===== src/rtl/hdlc_tx_framer.sv =====
// HDLC transmit framer: flags, zero insertion, FCS and abort on a serial line.
// Define TX_FCS_EN to build in the CRC-16 FCS generator and FCS state.
module hdlc_tx_framer (
  input  logic       Clk,
  input  logic       Rst,
  input  logic [7:0] Tx_Data,
  input  logic       Tx_DataValid,
  input  logic       Tx_DataLast,
  output logic       Tx_DataReady,
  input  logic       Tx_AbortFrame,
  output logic       Tx,
  output logic       Tx_ValidFrame,
  output logic       Tx_AbortedTrans,
  output logic       Tx_Done
);

  localparam logic [2:0] IDLE       = 3'd0;
  localparam logic [2:0] START_FLAG = 3'd1;
  localparam logic [2:0] DATA       = 3'd2;
`ifdef TX_FCS_EN
  localparam logic [2:0] FCS        = 3'd3;
`endif
  localparam logic [2:0] END_FLAG   = 3'd4;
  localparam logic [2:0] ABORT      = 3'd5;

  localparam logic [7:0] FLAG = 8'h7E;
  localparam logic [7:0] ABRT = 8'hFE;

  logic [2:0] state;
  logic [4:0] cnt;
  logic [7:0] shreg;
  logic [7:0] hold_data;
  logic       hold_full;
  logic       hold_last;
  logic       cur_last;
  logic       abort_req;
  logic [2:0] ones;

  logic wr;
  logic in_body;
  logic honour;
  logic stuff;
  logic boundary;

`ifdef TX_FCS_EN
  logic [15:0] crc;

  function automatic logic [15:0] crc_step(
    input logic [15:0] c,
    input logic        b
  );
    crc_step = (c >> 1) ^ ((c[0] ^ b) ? 16'h8408 : 16'h0000);
  endfunction

  assign in_body = (state == DATA) || (state == FCS);
  assign honour  = (state == START_FLAG) || in_body;
`else
  assign in_body = (state == DATA);
  assign honour  = (state == START_FLAG) || in_body;
`endif

  assign wr    = Tx_DataValid && Tx_DataReady;
  assign stuff = in_body && (ones == 3'd5);

  // Points where the next payload byte must be taken from the holding register
  assign boundary =
    ((state == START_FLAG) && (cnt == 5'd8)) ||
    ((state == DATA) && !stuff &&
     (cnt == 5'd8) && !cur_last);

  always_ff @(posedge Clk) begin
    if (Rst) begin
      state           <= IDLE;
      cnt             <= '0;
      shreg           <= '0;
      hold_data       <= '0;
      hold_full       <= 1'b0;
      hold_last       <= 1'b0;
      cur_last        <= 1'b0;
      abort_req       <= 1'b0;
      ones            <= '0;
      Tx              <= 1'b1;
      Tx_ValidFrame   <= 1'b0;
      Tx_DataReady    <= 1'b1;
      Tx_AbortedTrans <= 1'b0;
      Tx_Done         <= 1'b0;
`ifdef TX_FCS_EN
      crc             <= 16'hFFFF;
`endif
    end else begin
      Tx_Done      <= 1'b0;
      Tx_DataReady <= !hold_full && !wr;
      abort_req    <= Tx_AbortFrame && honour;
      if (abort_req && (state != ABORT)) begin
        state     <= ABORT;
        Tx        <= ABRT[0];
        cnt       <= 5'd1;
        hold_full <= 1'b0;
      end else if (boundary) begin
        if (hold_full) begin
          state     <= DATA;
          Tx        <= hold_data[0];
          shreg     <= {1'b0, hold_data[7:1]};
          cur_last  <= hold_last;
          hold_full <= 1'b0;
          cnt       <= 5'd1;
          ones      <= hold_data[0] ? ones + 3'd1 : 3'd0;
`ifdef TX_FCS_EN
          crc       <= crc_step(crc, hold_data[0]);
`endif
        end else begin
          state <= ABORT;
          Tx    <= ABRT[0];
          cnt   <= 5'd1;
        end
      end else begin
        unique case (state)
          IDLE: begin
            Tx <= 1'b1;
            if (hold_full) begin
              state           <= START_FLAG;
              Tx              <= FLAG[0];
              cnt             <= 5'd1;
              ones            <= 3'd0;
              Tx_ValidFrame   <= 1'b1;
              Tx_AbortedTrans <= 1'b0;
`ifdef TX_FCS_EN
              crc             <= 16'hFFFF;
`endif
            end
          end
          START_FLAG: begin
            Tx  <= FLAG[cnt[2:0]];
            cnt <= cnt + 5'd1;
          end
          DATA: begin
            if (stuff) begin
              Tx   <= 1'b0;
              ones <= 3'd0;
            end else if (cnt != 5'd8) begin
              Tx    <= shreg[0];
              shreg <= shreg >> 1;
              cnt   <= cnt + 5'd1;
              ones  <= shreg[0] ? ones + 3'd1 : 3'd0;
`ifdef TX_FCS_EN
              crc   <= crc_step(crc, shreg[0]);
`endif
            end else begin
`ifdef TX_FCS_EN
              state <= FCS;
              Tx    <= ~crc[0];
              crc   <= {1'b1, crc[15:1]};
              cnt   <= 5'd1;
              ones  <= !crc[0] ? ones + 3'd1 : 3'd0;
`else
              state <= END_FLAG;
              Tx    <= FLAG[0];
              cnt   <= 5'd1;
`endif
            end
          end
`ifdef TX_FCS_EN
          FCS: begin
            if (stuff) begin
              Tx   <= 1'b0;
              ones <= 3'd0;
            end else if (cnt != 5'd16) begin
              Tx   <= ~crc[0];
              crc  <= {1'b1, crc[15:1]};
              cnt  <= cnt + 5'd1;
              ones <= !crc[0] ? ones + 3'd1 : 3'd0;
            end else begin
              state <= END_FLAG;
              Tx    <= FLAG[0];
              cnt   <= 5'd1;
            end
          end
`endif
          END_FLAG: begin
            if (cnt != 5'd8) begin
              Tx  <= FLAG[cnt[2:0]];
              cnt <= cnt + 5'd1;
            end else begin
              state         <= IDLE;
              Tx            <= 1'b1;
              Tx_ValidFrame <= 1'b0;
              Tx_Done       <= 1'b1;
            end
          end
          ABORT: begin
            Tx_AbortedTrans <= 1'b1;
            if (cnt != 5'd8) begin
              Tx  <= ABRT[cnt[2:0]];
              cnt <= cnt + 5'd1;
            end else begin
              state         <= IDLE;
              Tx            <= 1'b1;
              Tx_ValidFrame <= 1'b0;
            end
          end
          default: state <= IDLE;
        endcase
      end
      if (wr) begin
        hold_data <= Tx_Data;
        hold_last <= Tx_DataLast;
        hold_full <= 1'b1;
      end
    end
  end

endmodule


===== config.mk =====
export PLATFORM = sky130hd
export DESIGN_NAME = hdlc_tx_framer
export DESIGN_NICKNAME = d
export VERILOG_FILES = /design/src/rtl/hdlc_tx_framer.sv
export SDC_FILE = /design/constraint.sdc
export NUM_CORES = 1
export LEC_CHECK = 0
export ABC_CLOCK_PERIOD_IN_PS = 2050
export CAP_MARGIN = 25
export CORE_MARGIN = 8
export CORE_UTILIZATION = 39
export CTS_CLUSTER_DIAMETER = 50
export CTS_CLUSTER_SIZE = 8
export DETAILED_ROUTE_END_ITERATION = 10
export GPL_TIMING_DRIVEN = 1
export PLACE_DENSITY_LB_ADDON = 0.1
export SETUP_SLACK_MARGIN = 0.5
export SYNTH_ARGS = -nofsm -noshare
export SYNTH_HDL_FRONTEND = slang
export SYNTH_SLANG_ARGS = --single-unit
export TNS_END_PERCENT = 5

===== constraint.sdc =====
create_clock -name Clk -period 2.05 [get_ports Clk]
set_input_delay 0.205 -clock Clk [delete_from_list [all_inputs] [get_ports Clk]]
set_output_delay 0.205 -clock Clk [all_outputs]
set_load 0.1 [all_outputs]

==> run summary, run 1 <==
CTS tree: built
Critical path origin: ones[1]
Synth top cells by count: 35 x dfxtp_1, 26 x nand2_1, 20 x a21oi_1, 20 x nor2_1, 10 x mux2i_1
Cell Int Power: 1.11 mW
Via density: 5.62
# setup viols final: 0
die height: 84.5 um
vias in the first global route: 1652
crit-path most repeated cell: buf_6
final wirelength: 4960 um
Clock Skew: 6.21 ps
Synth area leader: dfxtp_1
sw power: 466 uW
DRT Pass-1 Iters: 4
Slew @ Worst Pin: 461 ps
Area contributors post-synth: dfxtp_1 38%, a21oi_1 5.5%, mux2i_1 5.5%
clock sink total: 35
total of warnings raised by yosys: 0
Worst setup EP type: flip-flop
largest fanout on the critical path: 6
initial antenna violation count: 0
Critical Setup Path Class: flip-flop to flip-flop
ys async rst share: 0%
Mean Syn Cell Area: 8.55 sq um
CTS Root Buffer Type: clkbuf_8
detailed placer's ending HPWL: 3340 um
Comb pwr share: 21.4%
port bufs: 17
drt initial violations: 92
post-synthesis sequential area ratio: 38.3%
Routed Antenna Nets: 0
fmax: 0.549 GHz
Seq cells post-synth: 35
final hold vios: 0
RSZ-0062 raised after global routing: yes
Inserted Diodes: 0
CP required: 2220 ps
EDFF count, synth: 0
Net Sw Frac: 29.5%
Yosys top cell area share: 38.3%
Reg clk slew, reported paths: 70 ps
status: finished, final reports clean
DR WL/cell: 16.2 um
minimum clock period: 1820 ps
I/O pins: 18
PnR Total Power: 1.58 mW
Worst R2R Start: ones[1]
area delta synth->final: 34.7%
RD Place Congestion: 0.929
setup_tns: 0 ps
top-count cell post-synth: dfxtp_1
first-pass GRT wire length: 7870 um
DR DRC count: 0
Hold-fix buffers, CTS: 0
Hold Crit Class: flip-flop to flip-flop
Seq pwr share: 46.5%
CTS Buf Count: 5
Max clock buf depth: 2
final hold slack: 462 ps
max_cap viols: 0
die width: 84.5 um
Most used DFF post-synth: dfxtp_1
Syn Inst Count: 214
share of cells above drive strength 1: 30.2%
gr ovfl total: 0
Clk network pwr share: 32.1%
Die ar.: 7140 sq um
peak supply drop: 0.414 mV
Startpoint Class: flip-flop
initial core utilization: 39.5%
vias: 1721
maximum number of pins on one net before global-route repair: 20
PwrDens: 641 nW/um^2
mapped cell area: 1830 sq um
Clk Latency, worst-skew pair: 290 ps
crit path max-delay cell type: dfxtp_2
row count: 25
fin. max-slew vios: 0
Worst Path Arrival: 1990 ps
GRT Overall Usage: 13.6%
final worst path period share: 88.9%
htree depth: 2
count of cell types in the netlist: 56
Lkg Pwr: 0.889 nW
CP Cell Sequence: inv_2 -> ha_4 -> a21boi_4 -> a2bb2oi_4 -> buf_6 -> o31ai_4 -> buf_12 -> buf_6 -> buf_4 -> a211oi_1
core area: 4630 sq um
critical path's largest stage delay: 340 ps
fin nets: 270
hold wc startpoint: hold_last
syn_nets: 232
Rel. slew slack: 69.2%
==> logic make-up after synthesis <==
group	share of synthesized area, %
simple gates	22.4
compound gates	25.0
fa+ha+maj	3.42
flops	38.3
buf+inv	5.06
mux	5.47
xor+xnor	0.479
==> timing repair <==
item,4_1_cts,5_1_grt
resized for setup,15,17
endpoints found under the setup margin,22,23
buffers inserted,4,8
pin swaps,2,10
==> placed cells by master, fill, tap and decap left out, drive strengths merged, types with 2 or more instances in the layout <==
master	synthesis	routed
dfxtp	35	35
nand2b	5	5
a2bb2oi	2	2
nand2	26	26
mux2i	10	10
a31oi	6	6
o221ai	2	2
o21ai	9	9
o31ai	2	2
nor3	3	3
or3b	2	2
nand3	4	4
buf	8	33
or2	4	4
ha	5	5
a21oi	20	20
clkdlybuf4s50	0	12
o211a	2	2
a211oi	6	6
or4	3	3
inv	7	7
clkbuf	6	6
nor2	20	20
nor2b	2	2
==> layer usage <==
layer	wire length, um	up-vias	GRT usage, %
met3	210	14	3.61
li1	-	851	-
met4	138	0	6.96
met1	2280	807	17.0
met5	0	-	0
met2	2330	49	20.8
==> critical path: cells and delay by family (launching register included) <==
kind	cells	cell delay, ps
compound gates	4	660
buf+inv	5	560
flops	1	340
fa+ha+maj	1	160
==> power groups by stage <==
stage,Combinational (mW),Clock [mW],Sequential [mW]
3_5_place_dp,0.284,0,0.752
3_3_place_gp,0.283,0,0.752
5_1_grt,0.367,0.550,0.739
4_1_cts,0.312,0.525,0.733
2_1_floorplan,0.165,0,0.786
6_report,0.338,0.508,0.735
==> worst paths after layout <==
kind                                   to  slack (ps)  depth (start not counted)
worst min-delay path            hold_last         460                          2
worst max register to register   shreg[3]         230                         10
worst max-delay path             shreg[3]         230                         10
worst min register to register  hold_last         460                          2
==> stage by stage <==
step,utilization [%],area (sq um),worst slack [ps],cells
6_report,53.2,2460,227,306
5_1_grt,53.2,2460,153,306
4_1_cts,50.2,2320,268,298
3_5_place_dp,46.3,2140,163,287
3_3_place_gp,46.3,2140,145,287
2_1_floorplan,-,1850,299,214
==> final cells by class <==
type                    instances  area [sq um]
fillers                       443          2160
multi-input cells             158          1170
flip-flops and latches         35           716
repair buffers                 45           400
clock buffers                   6          82.6
well taps                      54          67.6
inverters                       7          26.3
clock inverters                 1          5.00
==> state kept, by name (all words and copies together) (netlist names) <==
| name | flops |
|---|---|
| shreg | 7 |
| cnt | 5 |
| cur_last | 1 |
| hold_last | 1 |
| Tx_DataReady | 1 |
| Tx_ValidFrame | 1 |
| Tx_Done | 1 |
| state | 3 |
| Tx_AbortedTrans | 1 |
| hold_full | 1 |
| hold_data | 8 |
| ones | 3 |
| Tx | 1 |
| abort_req | 1 |
(Power assumes the default switching activity.)
==> run 2: changes to the inputs <==
--- a/config.mk
+++ b/config.mk
@@ -13,4 +13,5 @@
 export CTS_CLUSTER_SIZE = 8
 export DETAILED_ROUTE_END_ITERATION = 10
+export GPL_ROUTABILITY_DRIVEN = 1
 export GPL_TIMING_DRIVEN = 1
 export PLACE_DENSITY_LB_ADDON = 0.1
==> constraint.sdc (replaced) <==
create_clock -name Clk -period 2.05 [get_ports Clk]
set_input_delay 0.615 -clock Clk [delete_from_list [all_inputs] [get_ports Clk]]
set_output_delay 0.615 -clock Clk [all_outputs]
set_load 0.1 [all_outputs]
==> run 2 against run 1 <==
Combinational power rose by 2%. Core utilization down 0.41 points. Worst setup slack improved by 33 ps. Critical path depth shrank 2. Non-clock buffer count shrank 9. Critical path type unchanged. Highest routed layer unchanged.
==> run summary, run 2 (synthesized netlist as in run 1, its figures left out) <==
status: finished, final reports clean
die width: 84.5 um (unchanged)
Inserted Diodes: 0 (unchanged)
CTS Buf Count: 5 (unchanged)
PwrDens: 653 nW/um^2 (+1.9%)
largest fanout on the critical path: 6 (unchanged)
core area: 4630 sq um (unchanged)
final worst path period share: 87.3% (-1.6 points)
first-pass GRT wire length: 7710 um (-1.9%)
setup_tns: 0 ps (unchanged)
max reg flops: 8 (unchanged)
Reg clk slew, reported paths: 70 ps (about the same)
minimum clock period: 1790 ps (-33.4 ps)
# setup viols final: 0 (unchanged)
Rel. slew slack: 74.9% (+5.7 points)
final std cells w/o fill: 298 (-2.6%)
fmax: 0.559 GHz (+1.9%)
port bufs: 17 (unchanged)
Comb pwr share: 21.7% (+0.3 points)
Worst Path Arrival: 2020 ps (+30 ps)
Seq pwr share: 46.1% (-0.4 points)
biggest regs: hold_data: 8 flops, shreg: 7 flops, cnt: 5 flops
RD Place Congestion: 0.939 (+1.1%)
final wirelength: 4570 um (-7.8%)
Max clock buf depth: 2 (unchanged)
DR WL/cell: 15.3 um (-5.3%)
commonest non-fill, non-tap cell in the layout: dfxtp_1
gr ovfl total: 0 (unchanged)
highest-count cells in the layout ignoring fill and taps: 27 x dfxtp_1, 26 x nand2_1, 19 x nor2_1, 19 x a21oi_1, 13 x buf_4
Slew @ Worst Pin: 375 ps (-85.7 ps)
Cells after DPL: 285 (-0.70%)
Die ar.: 7140 sq um (unchanged)
Cell Int Power: 1.10 mW (-1.3%)
htree depth: 2 (unchanged)
Critical Setup Path Class: flip-flop to flip-flop
RSZ-0062 raised after global routing: yes
peak supply drop: 0.374 mV (-9.8%)
Hold Crit Class: flip-flop to flip-flop
fin nets: 261 (-3.3%)
I/O pins: 18 (unchanged)
die height: 84.5 um (unchanged)
final hold vios: 0 (unchanged)
Routed Antenna Nets: 0 (unchanged)
fin. max-slew vios: 0 (unchanged)
row count: 25 (unchanged)
max_cap viols: 0 (unchanged)
Final WS setup: 261 ps (+33.4 ps)
Clock Skew: 8.51 ps (+2.30 ps)
Via density: 5.61 (-0.18%)
detailed placer's ending HPWL: 3300 um (-1.4%)
drt initial violations: 111 (+21%)
vias: 1673 (-2.8%)
final hold slack: 459 ps (-3.11 ps)
DR DRC count: 0 (unchanged)
Lkg Pwr: 0.851 nW (-4.2%)
initial antenna violation count: 0 (unchanged)
dpl ws: 97.7 ps (-65.6 ps)
sw power: 498 uW (+7.0%)
area delta synth->final: 33.6%
CTS tree: built
maximum number of pins on one net before global-route repair: 25 (+25%)
Clk Latency, worst-skew pair: 300 ps (about the same)
vias in the first global route: 1634 (-1.1%)
most flop-heavy register: hold_data
Clk network pwr share: 32.3% (+0.2 points)
Core Util, Final: 52.8% (-0.41 points)
Startpoint Class: flip-flop
share of cells above drive strength 1: 25.8% (-4.3 points)
Worst setup EP type: flip-flop
Hold-fix buffers, CTS: 0 (unchanged)
clock sink total: 35 (unchanged)
initial core utilization: 39.5% (unchanged)
Net Sw Frac: 31.2% (+1.7 points)
CP required: 2280 ps (+60 ps)
GRT Overall Usage: 13.5% (-0.095 points)
CTS Root Buffer Type: clkbuf_8
DRT Pass-1 Iters: 4 (unchanged)
run 2: cell count changes in the layout (fill, tap and decap cells not counted), sizes merged:
cell,change
buf,-9
clkinvlp,+2
clkbuf,-1
run 2: area by class of cell:
class,instances,area (sq um)
Clock buffer,5,68.8
Tap cell,54,67.6
Inverter,7,26.3
Fill cell,448,2180
Timing Repair Buffer,36,394
Multi-Input combinational cell,158,1150
Sequential cell,35,716
Clock inverter,3,20.0
run 2: metal layers:
| metal | track usage (%) | routed length, um | share of wire [%] | up-vias |
|---|---|---|---|---|
| met4 | 7.77 | 94 | 2.1 | 0 |
| met3 | 4.00 | 221 | 4.8 | 9 |
| met1 | 16.4 | 2090 | 46 | 789 |
| met2 | 20.5 | 2160 | 47 | 43 |
| li1 | - | - | - | 832 |
| met5 | 0 | 0 | 0 | - |
run 2: metrics by stage:
step | cell area (sq um) | power [mW]
floorplan | 1850 | 0.950
global placement | 2190 | 1.05
detailed placement | 2190 | 1.06
CTS | 2420 | 1.61
global route | 2450 | 1.69
finish | 2450 | 1.60
run 2: critical path, cell delays in order (launching register included):
cell and delay [ps]:
dfxtp_4 350, inv_2 40, ha_4 170, nor4bb_4 150
buf_6 150, o21ai_4 160, o21ai_4 90, or4_1 480
a21oi_1 140
run 2: path summary, 6_finish.rpt:
check | from | to | slack [ps] | cells after the start
hold / removal | hold_last | hold_last | 460 | 2
hold reg to reg | hold_last | hold_last | 460 | 2
setup / recovery | cnt[1] | cnt[4] | 260 | 8
setup reg to reg | cnt[1] | cnt[4] | 260 | 8
run 2: power by group through the flow:
stage	registers (mW)	logic [mW]	clock network [mW]
finish	0.736	0.346	0.515
global route	0.741	0.371	0.573
CTS	0.736	0.341	0.529
detailed placement	0.755	0.306	0
global placement	0.754	0.300	0
floorplan	0.786	0.165	0
run 2: timing repair:
action	4_1_cts	5_1_grt
buffers inserted	5	0
setup endpoints to repair	22	25
resized for setup	24	5
pin swaps	2	0
==> run 3: changes to the inputs <==
==> constraint.sdc (replaced) <==
create_clock -name Clk -period 2.05 [get_ports Clk]
set_input_delay 0.41 -clock Clk [delete_from_list [all_inputs] [get_ports Clk]]
set_output_delay 0.41 -clock Clk [all_outputs]
set_load 0.1 [all_outputs]
==> results of run 3 <==
No change in the layout: final DEF, timing and power equal those of run 1.
